### src/rtl/dcache_store_buffer_pkg.sv
// Shared definitions for the D-cache store buffer: queue operation encoding
// and the byte-offset width of a data word.
package dcache_store_buffer_pkg;

  // What the queue does in a given cycle; drives the occupancy update.
  typedef enum logic [1:0] {
    SB_IDLE = 2'b00,
    SB_POP  = 2'b01,
    SB_PUSH = 2'b10,
    SB_BOTH = 2'b11
  } sb_op_e;

  // Number of byte-offset bits below the word address.
  function automatic int offset_bits(input int data_width);
    return $clog2(data_width / 8);
  endfunction

endpackage

### src/rtl/dcache_sb_fwd.sv
// Store-to-load forwarding merge. Entries are visited oldest to youngest
// starting at the read index, so a younger store's bytes overwrite an older
// store's bytes in the same lane. Purely combinational.
module dcache_sb_fwd #(
  parameter int  DATA_WIDTH  = 32,
  parameter int  WADDR_WIDTH = 30,
  parameter int  DEPTH       = 4,
  localparam int MASK_WIDTH  = DATA_WIDTH / 8,
  localparam int IDX_W       = $clog2(DEPTH)
) (
  input  logic [DEPTH-1:0][WADDR_WIDTH-1:0] entry_waddr,
  input  logic [DEPTH-1:0][DATA_WIDTH-1:0]  entry_data,
  input  logic [DEPTH-1:0][MASK_WIDTH-1:0]  entry_mask,
  input  logic [DEPTH-1:0]                  occupied,
  input  logic [IDX_W-1:0]                  rd_idx,
  input  logic [WADDR_WIDTH-1:0]            ld_waddr,
  output logic [DATA_WIDTH-1:0]             fwd_data,
  output logic [MASK_WIDTH-1:0]             fwd_mask
);

  // Byte lanes each physical slot contributes (zero if empty or other word).
  logic [DEPTH-1:0][MASK_WIDTH-1:0] sel_mask;
  // Same information rotated into age order: index 0 is the oldest entry.
  logic [DEPTH-1:0][MASK_WIDTH-1:0] ord_mask;
  logic [DEPTH-1:0][DATA_WIDTH-1:0] ord_data;

  for (genvar gi = 0; gi < DEPTH; gi++) begin : g_match
    assign sel_mask[gi] = (occupied[gi] && (entry_waddr[gi] == ld_waddr))
                          ? entry_mask[gi] : '0;
  end

  for (genvar gi = 0; gi < DEPTH; gi++) begin : g_age
    logic [IDX_W-1:0] phys;
    assign phys         = rd_idx + IDX_W'(gi);
    assign ord_mask[gi] = sel_mask[phys];
    assign ord_data[gi] = entry_data[phys];
  end

  // Oldest-to-youngest merge; later (younger) matches win per lane.
  always_comb begin
    fwd_data = '0;
    fwd_mask = '0;
    for (int k = 0; k < DEPTH; k++) begin
      fwd_mask = fwd_mask | ord_mask[k];
      for (int b = 0; b < MASK_WIDTH; b++) begin
        if (ord_mask[k][b]) begin
          fwd_data[b*8 +: 8] = ord_data[k][b*8 +: 8];
        end
      end
    end
  end

endmodule

### src/rtl/dcache_store_buffer.sv
// D-cache store buffer: in-order FIFO of {addr, data, mask} between the LSU
// and the data-array write port, with combinational store-to-load forwarding.
module dcache_store_buffer
  import dcache_store_buffer_pkg::*;
#(
  parameter int  DATA_WIDTH = 32,
  parameter int  ADDR_WIDTH = 32,
  parameter int  DEPTH      = 4,
  localparam int MASK_WIDTH = DATA_WIDTH / 8
) (
  input  logic                    clock,
  input  logic                    reset,
  input  logic                    st_valid,
  output logic                    st_ready,
  input  logic [ADDR_WIDTH-1:0]   st_addr,
  input  logic [DATA_WIDTH-1:0]   st_data,
  input  logic [MASK_WIDTH-1:0]   st_mask,
  output logic                    wr_valid,
  input  logic                    wr_ready,
  output logic [ADDR_WIDTH-1:0]   wr_addr,
  output logic [DATA_WIDTH-1:0]   wr_data,
  output logic [MASK_WIDTH-1:0]   wr_mask,
  input  logic [ADDR_WIDTH-1:0]   ld_addr,
  output logic                    fwd_hit,
  output logic [DATA_WIDTH-1:0]   fwd_data,
  output logic [MASK_WIDTH-1:0]   fwd_mask,
  output logic [$clog2(DEPTH):0]  count,
  output logic                    empty
);

  localparam int IDX_W       = $clog2(DEPTH);
  localparam int PTR_W       = IDX_W + 1;
  localparam int OFFSET_BITS = offset_bits(DATA_WIDTH);
  localparam int WADDR_W     = ADDR_WIDTH - OFFSET_BITS;

  logic [PTR_W-1:0] wr_ptr_reg;
  logic [PTR_W-1:0] rd_ptr_reg;
  logic [PTR_W-1:0] count_reg;
  logic [PTR_W-1:0] count_next;
  logic [IDX_W-1:0] wr_idx;
  logic [IDX_W-1:0] rd_idx;
  logic             push;
  logic             pop;
  sb_op_e           op;

  logic [DEPTH-1:0][ADDR_WIDTH-1:0] addr_arr;
  logic [DEPTH-1:0][DATA_WIDTH-1:0] data_arr;
  logic [DEPTH-1:0][MASK_WIDTH-1:0] mask_arr;
  logic [DEPTH-1:0][WADDR_W-1:0]    waddr_arr;
  logic [DEPTH-1:0]                 occupied;

  // The wrap bits are kept for debug visibility; occupancy comes from count.
  logic unused_bits;
  assign unused_bits = ^{ld_addr, wr_ptr_reg[IDX_W], rd_ptr_reg[IDX_W]};

  assign wr_idx   = wr_ptr_reg[IDX_W-1:0];
  assign rd_idx   = rd_ptr_reg[IDX_W-1:0];

  // Handshakes depend on registered occupancy only, so st_ready has no
  // path from wr_ready: a full buffer refuses a store even while popping.
  assign st_ready = (count_reg != PTR_W'(DEPTH));
  assign wr_valid = (count_reg != '0);
  assign push     = st_valid && st_ready;
  assign pop      = wr_valid && wr_ready;

  assign count    = count_reg;
  assign empty    = (count_reg == '0);

  // Head entry is presented only while valid so stale slots never leak out.
  assign wr_addr  = wr_valid ? addr_arr[rd_idx] : '0;
  assign wr_data  = wr_valid ? data_arr[rd_idx] : '0;
  assign wr_mask  = wr_valid ? mask_arr[rd_idx] : '0;

  for (genvar gi = 0; gi < DEPTH; gi++) begin : g_entry
    logic                  en;
    logic [ADDR_WIDTH-1:0] addr_reg;
    logic [DATA_WIDTH-1:0] data_reg;
    logic [MASK_WIDTH-1:0] mask_reg;
    logic [IDX_W-1:0]      age;

    assign en = push && (wr_idx == IDX_W'(gi));

    // Capture an accepted store into this slot.
    always_ff @(posedge clock or negedge reset) begin
      if (!reset) begin
        addr_reg <= '0;
        data_reg <= '0;
        mask_reg <= '0;
      end else if (en) begin
        addr_reg <= st_addr;
        data_reg <= st_data;
        mask_reg <= st_mask;
      end
    end

    assign addr_arr[gi]  = addr_reg;
    assign data_arr[gi]  = data_reg;
    assign mask_arr[gi]  = mask_reg;
    assign waddr_arr[gi] = addr_reg[ADDR_WIDTH-1:OFFSET_BITS];

    // A slot is live when its distance from the head is below the count.
    assign age           = IDX_W'(gi) - rd_idx;
    assign occupied[gi]  = ({1'b0, age} < count_reg);
  end

  // Classify this cycle's queue activity.
  always_comb begin
    op = SB_IDLE;
    case ({push, pop})
      2'b10:   op = SB_PUSH;
      2'b01:   op = SB_POP;
      2'b11:   op = SB_BOTH;
      default: op = SB_IDLE;
    endcase
  end

  // Next occupancy from the queue activity.
  always_comb begin
    count_next = count_reg;
    case (op)
      SB_PUSH: count_next = count_reg + PTR_W'(1);
      SB_POP:  count_next = count_reg - PTR_W'(1);
      default: count_next = count_reg;
    endcase
  end

  // Pointer and occupancy state.
  always_ff @(posedge clock or negedge reset) begin
    if (!reset) begin
      wr_ptr_reg <= '0;
      rd_ptr_reg <= '0;
      count_reg  <= '0;
    end else begin
      if (push) begin
        wr_ptr_reg <= wr_ptr_reg + PTR_W'(1);
      end
      if (pop) begin
        rd_ptr_reg <= rd_ptr_reg + PTR_W'(1);
      end
      count_reg <= count_next;
    end
  end

  dcache_sb_fwd #(
    .DATA_WIDTH  (DATA_WIDTH),
    .WADDR_WIDTH (WADDR_W),
    .DEPTH       (DEPTH)
  ) u_fwd (
    .entry_waddr (waddr_arr),
    .entry_data  (data_arr),
    .entry_mask  (mask_arr),
    .occupied    (occupied),
    .rd_idx      (rd_idx),
    .ld_waddr    (ld_addr[ADDR_WIDTH-1:OFFSET_BITS]),
    .fwd_data    (fwd_data),
    .fwd_mask    (fwd_mask)
  );

  assign fwd_hit = |fwd_mask;

endmodule

### config.mk
export PLATFORM = sky130hd
export DESIGN_NAME = dcache_store_buffer
export DESIGN_NICKNAME = d
export VERILOG_FILES = /design/src/rtl/dcache_store_buffer_pkg.sv /design/src/rtl/dcache_sb_fwd.sv /design/src/rtl/dcache_store_buffer.sv
export SDC_FILE = /design/constraint.sdc
export NUM_CORES = 1
export LEC_CHECK = 0
export ABC_AREA = 1
export BUFFER_PORTS_ARGS = -buffer_cell sky130_fd_sc_hd__buf_2
export CORE_MARGIN = 2
export CORE_UTILIZATION = 40
export DETAILED_ROUTE_END_ITERATION = 12
export PLACE_DENSITY = 0.68
export SLEW_MARGIN = 20
export SYNTH_ARGS = -nofsm -noshare
export SYNTH_HDL_FRONTEND = slang
export SYNTH_SLANG_ARGS = --single-unit
export TNS_END_PERCENT = 30
### constraint.sdc
create_clock -name clock -period 3.6 [get_ports clock]
set_clock_uncertainty 0.05 [all_clocks]
set_input_delay 0.54 -clock clock [delete_from_list [all_inputs] [get_ports clock]]
set_output_delay 0.54 -clock clock [all_outputs]
set_load 0.03 [all_outputs]
Word level (Yosys, flattened, before mapping)
Cells that the tools add are included.
{"block": "totals", "ff_bits": 281, "input_bits": 104, "output_inout_bits": 111, "wordCells": 110}
{"block": "op_classes", "addsub": 11, "magnitude_cmp": 8, "eq_ne": 13, "mux": 45, "bitwise_logic": 3, "n_reduce_logical": 15}
{"cell": "$bmux 32 s2", "count": 5}
{"cell": "$mux 32", "count": 7}
{"cell": "$mux 8", "count": 16}
{"cell": "$eq 30x30->1", "count": 4}
{"cell": "$bmux 4 s2", "count": 5}
{"cell": "$mux 4", "count": 10}
{"cell": "$lt 2x3->1", "count": 4}
{"cell": "$lt 2x3->1 const B", "count": 4}
{"cell": "$or 4x4->4", "count": 3}
{"cell": "$eq 2x2->1 const B", "count": 5}
{"cell": "$logic_and 1x1->1", "count": 10}
{"cell": "$add 3x1->3 const B", "count": 3}
{"cell": "$eq 2x1->1 const B", "count": 3}
{"cell": "$pmux 2 s3", "count": 1}
{"cell": "$pmux 3 s2", "count": 1}
{"cell": "$add 2x2->2 const B", "count": 2}
{"cell": "$reduce_or 4->1", "count": 1}
{"cell": "$sub 1x2->2 const A", "count": 2}
{"cell": "$sub 2x2->2 const A", "count": 2}
{"cell": "$logic_not 3->1", "count": 1}
{"cell": "$ne 3x3->1 const B", "count": 1}
{"cell": "$reduce_bool 3->1", "count": 1}
{"cell": "$sub 3x1->3 const B", "count": 1}
{"cell": "$add 2x1->2 const B", "count": 1}
{"cell": "2 further kinds", "count": 2}

Longest topological paths before layout
Gate-level depths: netlist (run 1).
{"block": "depth", "ltp_word": 10, "depth_mapped": 24, "ltp_nobuf": 21}

Hierarchy
From an unflattened synthesis (run 1), not the netlist that was laid out.
{"block": "unflattened", "cells_unflattened": 3791, "hier_area_um2": 22678.0}
{"mod": "dcache_store_buffer", "n_inst": 1, "cells_each": 1888, "area_each_um2": 14348.8, "seq_area_each_um2": 6981.7}
{"mod": "dcache_sb_fwd", "n_inst": 1, "cells_each": 1903, "area_each_um2": 8329.2, "seq_area_each_um2": 0.0}

Worst setup path before layout (run 1)
Ideal clock, no wire load.
{"block": "synth_path", "path_kind": "reg-to-output", "start": "register rd_ptr_reg[0]", "end": "output port fwd_data[20]", "arrival_time_ps": 3459, "required_ps": 3010, "slack_ps": -449, "path_stages_with_launch": 21, "path_buffers": 4, "cell_sequence": "dfrtp_1 > nor2_2 > nor2_1 > inv_1 > buf_2 > clkbuf_1 > buf_2 > ha_1 > a21boi_0 > o21ai_0 > nand3_1 > nor2_4 > nand4_1 > nand2_1 > nand2_1 > nand2_2 > buf_4 > a21oi_1 > nand2_1 > nand2_1 > a21oi_1"}
{"block": "synth_via", "elab_chain_cells": 10, "elab_cells_between_ends": 39, "cone_classes": "7 x add/sub; 4 x order compare; 24 x mux; 4 x reduce/logical"}
{"element": "start, declared", "line": "dcache_store_buffer.sv:37", "rtl": "logic [PTR_W-1:0] rd_ptr_reg;"}
{"element": "start signal, assigned", "line": "dcache_store_buffer.sv:138", "rtl": "rd_ptr_reg <= rd_ptr_reg + PTR_W'(1);"}
{"element": "$sub 1x2->2 or $sub 2x2->2 (tied branches)", "line": "dcache_store_buffer.sv:102", "rtl": "assign age = IDX_W'(gi) - rd_idx;"}
{"element": "$lt 2x3->1", "line": "dcache_store_buffer.sv:103", "rtl": "assign occupied[gi] = ({1'b0, age} < count_reg);"}
{"element": "$logic_and 1x1->1", "line": "dcache_sb_fwd.sv:28", "rtl": "assign sel_mask[gi] = (occupied[gi] && (entry_waddr[gi] == ld_waddr))"}
{"element": "$mux 4", "line": "dcache_sb_fwd.sv:29", "rtl": "? entry_mask[gi] : '0;"}
{"element": "$bmux 4 s2", "line": "dcache_sb_fwd.sv:35", "rtl": "assign ord_mask[gi] = sel_mask[phys];"}
{"element": "$mux 4 (implied by the code)", "line": "dcache_sb_fwd.sv:35"}
{"element": "$mux 8 (3 in series)", "line": "dcache_sb_fwd.sv:46", "rtl": "if (ord_mask[k][b]) begin"}
{"element": "$mux 8 *", "line": "dcache_sb_fwd.sv:46"}
{"element": "end, declared", "line": "dcache_store_buffer.sv:25", "rtl": "output logic [DATA_WIDTH-1:0] fwd_data,"}
Every way passes the cells marked *; elsewhere a longest branch is shown, timed or not. The select of a mux whose other input is x is not followed.

Worst setup path after layout (run 1)
{"block": "layout_path", "start": "register rd_ptr_reg[0]", "end": "output port fwd_data[30]"}
The elaborated chain is that of the path after synthesis.

==> results of run 1 <==
## stage by stage
stage | power, uW | worst slack, ns | utilization | hold WS [ns]
final | 26200 | -0.317 | 0.491 | 0.173
after global routing | 28500 | -0.495 | 0.490 | 0.179
after CTS | 25900 | -0.363 | 0.483 | 0.152
after detailed placement | 21200 | 0.0325 | 0.446 | 0.424
after global placement | 21000 | 0.0546 | 0.446 | 0.422
after floorplan | 16800 | 0.00307 | - | 0.194
## final cells by class
cell class,instances,area [um2]
diodes,8,20.0
repair buffers,297,2240
multi-input cells,1986,10200
inverters,355,1360
clock inverters,11,116
flip-flops and latches,279,6990
clock buffers,54,1060
well taps,607,759
fillers,4638,23600
## critical path: cells and delay by family, from the launching register on
kind            cells  cell delay (ns)
compound gates      4             0.57
simple gates        9             0.85
buf+inv             6             0.62
flops               1             0.52
fa+ha+maj           1             0.21
## cells by family (layout without fill, tap and decap cells)
family | after synthesis | count (layout) | share of synthesized area
buf+inv | 513 | 717 | 0.109
simple gates | 1228 | 1230 | 0.265
flops | 279 | 279 | 0.373
mux | 53 | 53 | 0.0319
compound gates | 623 | 623 | 0.181
fa+ha+maj | 10 | 10 | 0.00709
xor+xnor | 70 | 70 | 0.0328
other cells | 0 | 8 | 0
## worst max-delay path by stage
stage / cells past startpoint / from / end
6_report: 20 / rd_ptr_reg[0] / fwd_data[30]
5_1_grt: 21 / count[1] / fwd_data[3]
4_1_cts: 20 / rd_ptr_reg[0] / fwd_data[31]
3_5_place_dp: 20 / rd_ptr_reg[0] / fwd_data[4]
3_3_place_gp: 19 / rd_ptr_reg[0] / fwd_data[6]
2_1_floorplan: 19 / rd_ptr_reg[0] / fwd_hit
## cell usage in the layout (no fill, tap or decap), types with 19 or more instances in the layout
cell type  synthesis  layout
clkbuf_16          0      38
buf_6              4      46
dfrtp_1          279     277
nand3_1           45      37
buf_12             1      19
a21oi_1           45      28
xnor2_1           39      39
buf_4              4      51
nand4_1           33      33
a221oi_1          36      36
nor2_1           175     168
mux2_2            53      53
inv_1            325     320
buf_2             36     177
xor2_1            31      31
o21ai_0          475     471
nand2_2           17      38
a21oi_2            4      19
nand2_1          922     887
o22ai_1           36      36
inv_2             27      27
## per-layer routing
layer  share of wire  wire (um)  track usage
met3           0.070       4050       0.0423
met2            0.46      26700        0.389
met4           0.024       1370       0.0763
met5          0.0015         84            0
met1            0.44      25200        0.313
## power by group
part / switching, uW / leakage (uW) / internal (uW)
combinational: 11000 / 0.00700 / 5860
sequential: 1040 / 0.00340 / 4720
clock: 1470 / 0.000578 / 2120
total: 13500 / 0.0110 / 12700
## synthesized netlist by cell type (3+ instances only)
library cell,n
nor3_1,3
o21ai_2,3
buf_4,4
mux2_2,53
a211oi_1,3
inv_1,325
ha_1,9
xor2_1,31
o211ai_1,9
buf_6,4
xnor2_1,39
o21ai_0,475
nor2_4,6
clkbuf_1,97
dfrtp_1,279
a21oi_1,45
o22ai_1,36
inv_2,27
a211oi_2,3
nand2_1,922
nand2_2,17
buf_2,36
a221oi_1,36
nand3b_1,4
nor2_1,175
nand3_2,3
o21ai_1,6
a21oi_2,4
nand4_1,33
nor2_2,15
buf_1,14
nand3_1,45
## repair_timing
action                     CTS  global route
hold endpoints to repair    39             0
resized for setup          111            66
setup endpoints to repair   37            37
pin swaps                   31            52
hold buffers                 1             0
buffers inserted            15             5
gates cloned                 2             3
==> flow_metrics.tcl, run 1 <==
set metrics [dict create \
    place_inst 3498 \
    die_area_mm2 0.0485 \
    gp_congestion 0.870 \
    dp_hpwl_um 37700 \
    synth_cell_type_count 44 \
    synth_area_per_cell_um2 6.74 \
    post-route-period-util 1.09 \
    rr_worst_depth 7 \
    reg2reg_to "g_entry[3].data_reg[15]" \
    port_buffers 212 \
    dr_total_vias 18300 \
    synth_top_area_share 0.373 \
    slew_headroom 0.338 \
    synth_warnings 0 \
    hold_viol 0 \
    min_to "g_entry[0].addr_reg[28]" \
    hp-start "st_addr[28]" \
    area_growth_pct 21.6 \
    grt_max_degree 233 \
    drt_pre_antenna_iters 6 \
    power_density_mw_per_mm2 1150 \
    final-setup-viol-count 37 \
    core_mm2 0.0464 \
    ant_nets 0 \
    path_class "register to output pin" \
    drv_slew 0 \
    cp_cell_sequence "nand2_4 -> inv_2 -> nor2_4 -> inv_2 -> ha_4 -> a21boi_4 -> o21ai_2 -> nand3_2 -> nor2_4 -> buf_12 -> nand3_4 -> nand2_4 -> nand3_4 -> o21ai_4 -> buf_4 -> nand2_1 -> nand2_1 -> inv_1 -> a21oi_2 -> buf_6" \
    hold_class "primary input to register" \
    drv_cap 0 \
    wl_per_cell_um 16.0 \
    root_buffer "clkbuf_16" \
    die_w_um 220 \
    max-clock-path-buffers 3 \
    synth_seq_cells 279 \
    antenna_found_initial 12 \
    synth_edf_count 0 \
    holdPathStages 3 \
    grt_overflow 0 \
    fin_setup_tns_ns -9.63 \
    die_y_um 220 \
    p_leak_uw 0.0110 \
    clock_latency_ns 0.57 \
    yosysTopAreaCell "dfrtp_1" \
    routed_wl_um 57400 \
    cp-start-kind "register" \
    ir_worst_vdd_mv 0.954 \
    worstPathRequired_ns 3.01 \
    cp_data_arrival_time_ns 3.33 \
    setup_ws_ns -0.317 \
    endpoint_kind "output pin" \
    rsz0062_at_grt "true" \
    async_flop_share 1.00 \
    max_stage_delay_ns 0.52 \
    drive_gt1_frac 0.194 \
    grt_pass1_wl_um 90200 \
    std_cell_rows 79 \
    route.detailed.drc 0 \
    worst_pin_slew_ns 0.992 \
    dpl-instance-area_mm2 0.0207 \
    status "finished, violations left" \
    start_util 0.403 \
    stdcell_area_mm2 0.0227 \
    viasPerCell 5.09 \
    cts_tree "yes" \
    r2r-start "count[1]" \
    cts_inserted_buffers 36 \
    failed_checks "setup timing" \
    synth-seq-area-share 0.373 \
    cts_max_level 2 \
    syn_nets 2890 \
    drtIter0Drc 1294 \
    synth_area_leaders "dfrtp_1 (37%), nand2_1 (19%), o21ai_0 (13%)" \
    grt_use_total 0.236 \
    grt_pass1_vias 17100 \
    cp_slowest_cell "dfrtp_4" \
    ys.flop_type "dfrtp_1" \
    cts.clk_slew.worst_paths_ns 0.06 \
    stdcell_count 3597 \
    io-pin-count 215 \
    final_nets 3069 \
    cp_max_fo 7 \
    numClockSinks 279 \
    postSynthCellCount 2776 \
    period_minus_slack_ns 3.92 \
    r2r_slack_ns 0.87 \
    max_freq_mhz 255 \
    mappedNetlistArea_mm2 0.0187 \
]
No activity file was read; power rests on OpenSTA's default activity.
==> inputs of run 2 (changes only) <==
PLACE_DENSITY = 0.64   (was 0.68)
SETUP_SLACK_MARGIN = 0.1   (was not set)
clock period = 4.1 ns   (was 3.6 ns; I/O delays follow)
==> run 2 against run 1 <==
The run still ends with setup timing left. Largest power group unchanged. Register-to-register slack better by 0.70 ns. Critical endpoint is now fwd_data[19]. First-iteration DRC count grew 8.7%. Critical path type unchanged. Non-clock buffer count decreased by 38.
==> flow_metrics.tcl, run 2 (synthesized netlist as in run 1, its figures left out) <==
set metrics [dict create \
    status "finished, violations left" \
    failed_checks "setup timing" \
    cts_inserted_buffers 36 \
    routed_wl_um 58900 \
    drv_cap 0 \
    post-route-period-util 1.00 \
    port_buffers 212 \
    drive_gt1_frac 0.174 \
    die_y_um 220 \
    final_common_cell "nand2_1" \
    drt_pre_antenna_iters 8 \
    fin_hold_ws_ns 0.253 \
    p_leak_uw 0.0106 \
    r2r_slack_ns 1.57 \
    grt_pass1_wl_um 93800 \
    holdPathStages 3 \
    grt_overflow 0 \
    period_minus_slack_ns 4.12 \
    place_inst 3465 \
    seq_area_mm2 0.00699 \
    multi_input_area_mm2 0.0100 \
    wl_per_cell_um 16.5 \
    gp_congestion 0.885 \
    max-clock-path-buffers 3 \
    grt_use_total 0.243 \
    drtIter0Drc 1407 \
    worstPathRequired_ns 3.43 \
    cts_tree "yes" \
    drv_slew 0 \
    final_cell_mix "nand2_1 (896), o21ai_0 (474), inv_1 (317)" \
    root_buffer "clkbuf_16" \
    final_nets 3030 \
    io-pin-count 215 \
    cp_cell_sequence "nand2_4 -> inv_2 -> nor2_4 -> ha_4 -> a21boi_1 -> o21ai_1 -> nand3_2 -> nor2_4 -> buf_4 -> nand3_1 -> nand2_1 -> nand3_1 -> nand2_4 -> a21oi_1 -> nand2_1 -> nand2_1 -> a21oi_2 -> buf_6" \
    final-setup-viol-count 6 \
    max_freq_mhz 243 \
    ir_worst_vdd_mv 0.676 \
    rsz0062_at_grt "true" \
    cp_max_fo 8 \
    min_to "g_entry[0].addr_reg[17]" \
    power.total_uw 22600 \
    clock_latency_ns 0.55 \
    std_cell_rows 79 \
    reg2reg_to "count[2]" \
    dp_hpwl_um 38400 \
    worst_pin_slew_ns 1.00 \
    r2r-start "count[0]" \
    fillers 4660 \
    area_growth_pct 17.9 \
    cts.clk_slew.worst_paths_ns 0.06 \
    hold_viol 0 \
    die_area_mm2 0.0485 \
    ant_nets 0 \
    cp_data_arrival_time_ns 3.45 \
    critPathTopFamily "simple AND/OR/NAND/NOR gates" \
    setup_ws_ns -0.0198 \
    cp-start-kind "register" \
    antenna_found_initial 17 \
    viasPerCell 5.24 \
    cts_max_level 2 \
    crit_buf_inv 3 \
    stdcell_count 3557 \
    endpoint_kind "output pin" \
    power_density_mw_per_mm2 1020 \
    grt_pass1_vias 18100 \
    cp_common_cell "nand2_1" \
    max_stage_delay_ns 0.53 \
    slew_headroom 0.331 \
    numClockSinks 279 \
    fin_setup_tns_ns -0.0699 \
    grt_max_degree 281 \
    dr_total_vias 18600 \
    die_w_um 220 \
    hold_class "primary input to register" \
    hp-start "st_addr[17]" \
    start_util 0.403 \
    route.detailed.drc 0 \
    path_class "register to output pin" \
    cp_slowest_cell "dfrtp_4" \
    core_mm2 0.0464 \
    rr_worst_depth 9 \
]
==> run 2: changes by cell type in the layout (fill, tap and decap cells not counted), moves of 4 or more <==
cell     change
a21oi_1      +7
a21oi_2      -8
buf_12       -9
buf_4       -14
buf_6       -15
diode_2      +4
inv_2        +5
nand2_1      +9
nand2_2      -6
nand2_4      -4
nand3_1      +5
==> run 2: power breakdown <==
group | switching (uW) | leakage [uW] | total (uW) | internal (uW)
sequential | 927 | 0.00340 | 5070 | 4140
clock | 1280 | 0.000557 | 3100 | 1820
combinational | 9660 | 0.00668 | 14400 | 4730
==> run 2: per-stage QoR <==
step | cell area (um2) | worst slack (ns) | util
6_report | 22000 | -0.0198 | 0.476
2_1_floorplan | 18700 | -0.0243 | -
3_3_place_gp | 20200 | 0.354 | 0.435
4_1_cts | 21900 | -0.0345 | 0.472
5_1_grt | 22000 | -0.199 | 0.475
3_5_place_dp | 20200 | 0.235 | 0.435
==> run 2: tightest hold or removal path, delay by kind of cell <==
| family | cells | cell delay, ns |
|---|---|---|
| buffers and inverters | 1 | 0.11 |
| AO/OA/AOI/OAI | 1 | 0.06 |
| AND/OR/NAND/NOR | 1 | 0.05 |
==> run 2: layout make-up <==
type	instances	area share
multi-input combinational	1985	0.454
sequential	279	0.317
timing repair buffer	259	0.0809
inverter	355	0.0611
clock buffer	50	0.0469
tap	607	0.0344
clock inverter	10	0.00420
antenna	12	0.00136
==> run 2: timing repair <==
action,CTS,global route
gates resized for setup,112,31
pin swaps,32,19
setup buffers,13,4
endpoints found under the hold margin,2,0
cloned,2,0
hold buffers,1,0
setup endpoints to repair,34,36
==> run 2: worst max-delay path by stage <==
stage	to	slack, ns	from	depth (start not counted)
2_1_floorplan	fwd_data[19]	-0.02	rd_ptr_reg[0]	20
3_3_place_gp	fwd_data[26]	0.35	rd_ptr_reg[0]	18
3_5_place_dp	fwd_data[19]	0.23	rd_ptr_reg[0]	18
4_1_cts	fwd_data[29]	-0.03	rd_ptr_reg[0]	21
5_1_grt	fwd_data[6]	-0.20	rd_ptr_reg[0]	21
6_report	fwd_data[19]	-0.02	rd_ptr_reg[0]	18
==> run 2: metal layers <==
metal / part of all wire / GRT usage / wire (um)
met5: 0.0017 / 0 / 101
met4: 0.036 / 0.105 / 2110
met3: 0.068 / 0.0478 / 4030
met2: 0.48 / 0.415 / 28200
met1: 0.41 / 0.299 / 24400
==> inputs of run 3 (changes only) <==
RECOVER_POWER = 50   (was not set)
==> run 3 against run 2 <==
The run ends with capacitance limit, slew limit, setup timing left. Via count grew 0.28%. Register-to-register slack lost 0.83 ns. Die area is the same. Setup slack gained 0.0029 ns. Design area shrank 0.35%. Sequential power is essentially flat. First-iteration DRC count shrank 3.6%. Sequential share of layout area grew 0.11 points. Hold slack gained 0.0047 ns. Core utilization shrank 0.16 points. Largest cell class unchanged.
==> flow_metrics.tcl, run 3 (synthesized netlist as in run 1, its figures left out) <==
set metrics [dict create \
    stdcell_count 3559 \
    root_buffer "clkbuf_16" \
    grt_overflow 0 \
    routed_wl_um 58700 \
    path_class "register to output pin" \
    grt_pass1_wl_um 93800 \
    antenna_found_initial 17 \
    final_nets 3030 \
    route.detailed.drc 0 \
    slew_headroom -0.315 \
    power.total_uw 22500 \
    hp-start "st_addr[17]" \
    cts.clk_slew.worst_paths_ns 0.06 \
    swShare 0.526 \
    drt_pre_antenna_iters 6 \
    start_util 0.403 \
    final_common_cell "nand2_1" \
    worst_pin_slew_ns 1.97 \
    drtIter0Drc 1357 \
    drv_cap 3 \
    p_clk_frac 0.137 \
    dp_slack_ns 0.235 \
    worstPathRequired_ns 3.43 \
    dp_hpwl_um 38400 \
    clock_latency_ns 0.55 \
    grt_max_degree 281 \
    final_cell_mix "nand2_1 (896), o21ai_0 (474), inv_1 (317)" \
    endpoint_kind "output pin" \
    period_minus_slack_ns 4.12 \
    viasPerCell 5.25 \
    die_area_mm2 0.0485 \
    p_sw_uw 11900 \
    fin_setup_tns_ns -0.0218 \
    io-pin-count 215 \
    ant_nets 0 \
    cts_tree "yes" \
    setup_ws_ns -0.0168 \
    drv_slew 229 \
    p_comb_frac 0.638 \
    area_growth_pct 17.5 \
    die_y_um 220 \
    hold_viol 0 \
    status "finished, violations left" \
    drive_gt1_frac 0.173 \
    power.internal_uw 10700 \
    power_density_mw_per_mm2 1030 \
    p_seq_frac 0.225 \
    max-clock-path-buffers 3 \
    hold_class "primary input to register" \
    numClockSinks 279 \
    r2r-start "count[0]" \
    cp_data_arrival_time_ns 3.45 \
    grt_use_total 0.243 \
    cts_inserted_buffers 36 \
    post-route-period-util 1.00 \
    max_freq_mhz 243 \
    dr_total_vias 18700 \
    grt_pass1_vias 18100 \
    core_mm2 0.0464 \
    final-setup-viol-count 4 \
    failed_checks "capacitance limit, slew limit, setup timing" \
    wl_per_cell_um 16.5 \
    p_leak_uw 0.0106 \
    cp_max_fo 7 \
    cp-startpoint "rd_ptr_reg[0]" \
    cp-start-kind "register" \
    die_w_um 220 \
    cts_max_level 2 \
    gp_congestion 0.885 \
    rsz0062_at_grt "true" \
    ir_worst_vdd_mv 0.675 \
    std_cell_rows 79 \
    port_buffers 212 \
    place_inst 3465 \
]
[run 3: changes by cell type in the layout (fill, tap and decap cells not counted)]
| cell | before | now |
|---|---|---|
| clkbuf_2 | 0 | 4 |
| diode_2 | 12 | 14 |
| buf_2 | 176 | 174 |
| buf_4 | 37 | 35 |
| nor2_1 | 168 | 169 |
| buf_8 | 2 | 1 |
| buf_12 | 10 | 6 |
| clkbuf_4 | 1 | 3 |
| nor2_4 | 13 | 12 |
| clkbuf_1 | 6 | 9 |
[run 3: area by class of cell]
class,count,area [um2]
clock inverter,10,92.6
fill,4673,24400
multi-input combinational,1985,10000
inverter,355,1350
clock buffer,50,1030
timing repair buffer,259,1710
antenna,14,35.0
tap,607,759
sequential,279,6990
[run 3: final timing paths]
check	slack, ns	to	cells past startpoint
min in group asynchronous	1.10	g_entry[2].data_reg[7]	2
max in group asynchronous	0.48	g_entry[0].data_reg[20]	3
min	0.26	g_entry[0].addr_reg[17]	3
min reg2reg	0.47	g_entry[0].addr_reg[1]	1
max	-0.02	fwd_data[6]	21
max reg2reg	0.74	g_entry[1].addr_reg[0]	6
[run 3: critical path, stage by stage, from the launching register on]
cell and delay, ns:
dfrtp_4 0.53, nand2_4 0.08, inv_2 0.04, nor2_4 0.12, ha_4 0.21, a21boi_1 0.12, o21ai_1 0.20, nand3_2 0.13
nor2_4 0.24, nand2_2 0.11, nor2_4 0.13, nand2_2 0.07, nand2_4 0.14, nand2_8 0.08, nand2_8 0.15, buf_12 0.11
nor2_2 0.03, nand2_1 0.07, nand2_1 0.05, nand2_1 0.06, nand2_1 0.07, buf_6 0.14
[run 3: per-stage QoR]
step / utilization / instance area [um2] / hold slack, ns
after floorplan: - / 18700 / 0.269
after global placement: 0.435 / 20200 / 0.443
after detailed placement: 0.435 / 20200 / 0.459
after CTS: 0.472 / 21900 / 0.235
after global routing: 0.474 / 22000 / 0.265
final: 0.474 / 22000 / 0.257
[run 3: timing repair]
action / 4_1_cts / 5_1_grt
setup endpoints to repair: 34 / 36
setup buffers: 13 / 4
hold buffers: 1 / 0
resized for setup: 112 / 31
pin swaps: 32 / 19
gates cloned: 2 / 0
hold endpoints to repair: 2 / 0
[run 3: routing by layer]
metal	vias to the layer above	wire, um	global-route usage
li1	9128	-	-
met1	8802	24200	0.299
met2	591	28200	0.415
met4	14	2160	0.105
met3	147	4080	0.0478
met5	-	99	0
[run 3: power by group through the flow]
stage | Sequential [uW] | Combinational, uW | Clock, uW
final | 5070 | 14400 | 3090
after global routing | 5250 | 15900 | 3250
after CTS | 5060 | 14200 | 3150
after detailed placement | 5090 | 13300 | 0
after global placement | 5020 | 13000 | 0
after floorplan | 4870 | 9700 | 0
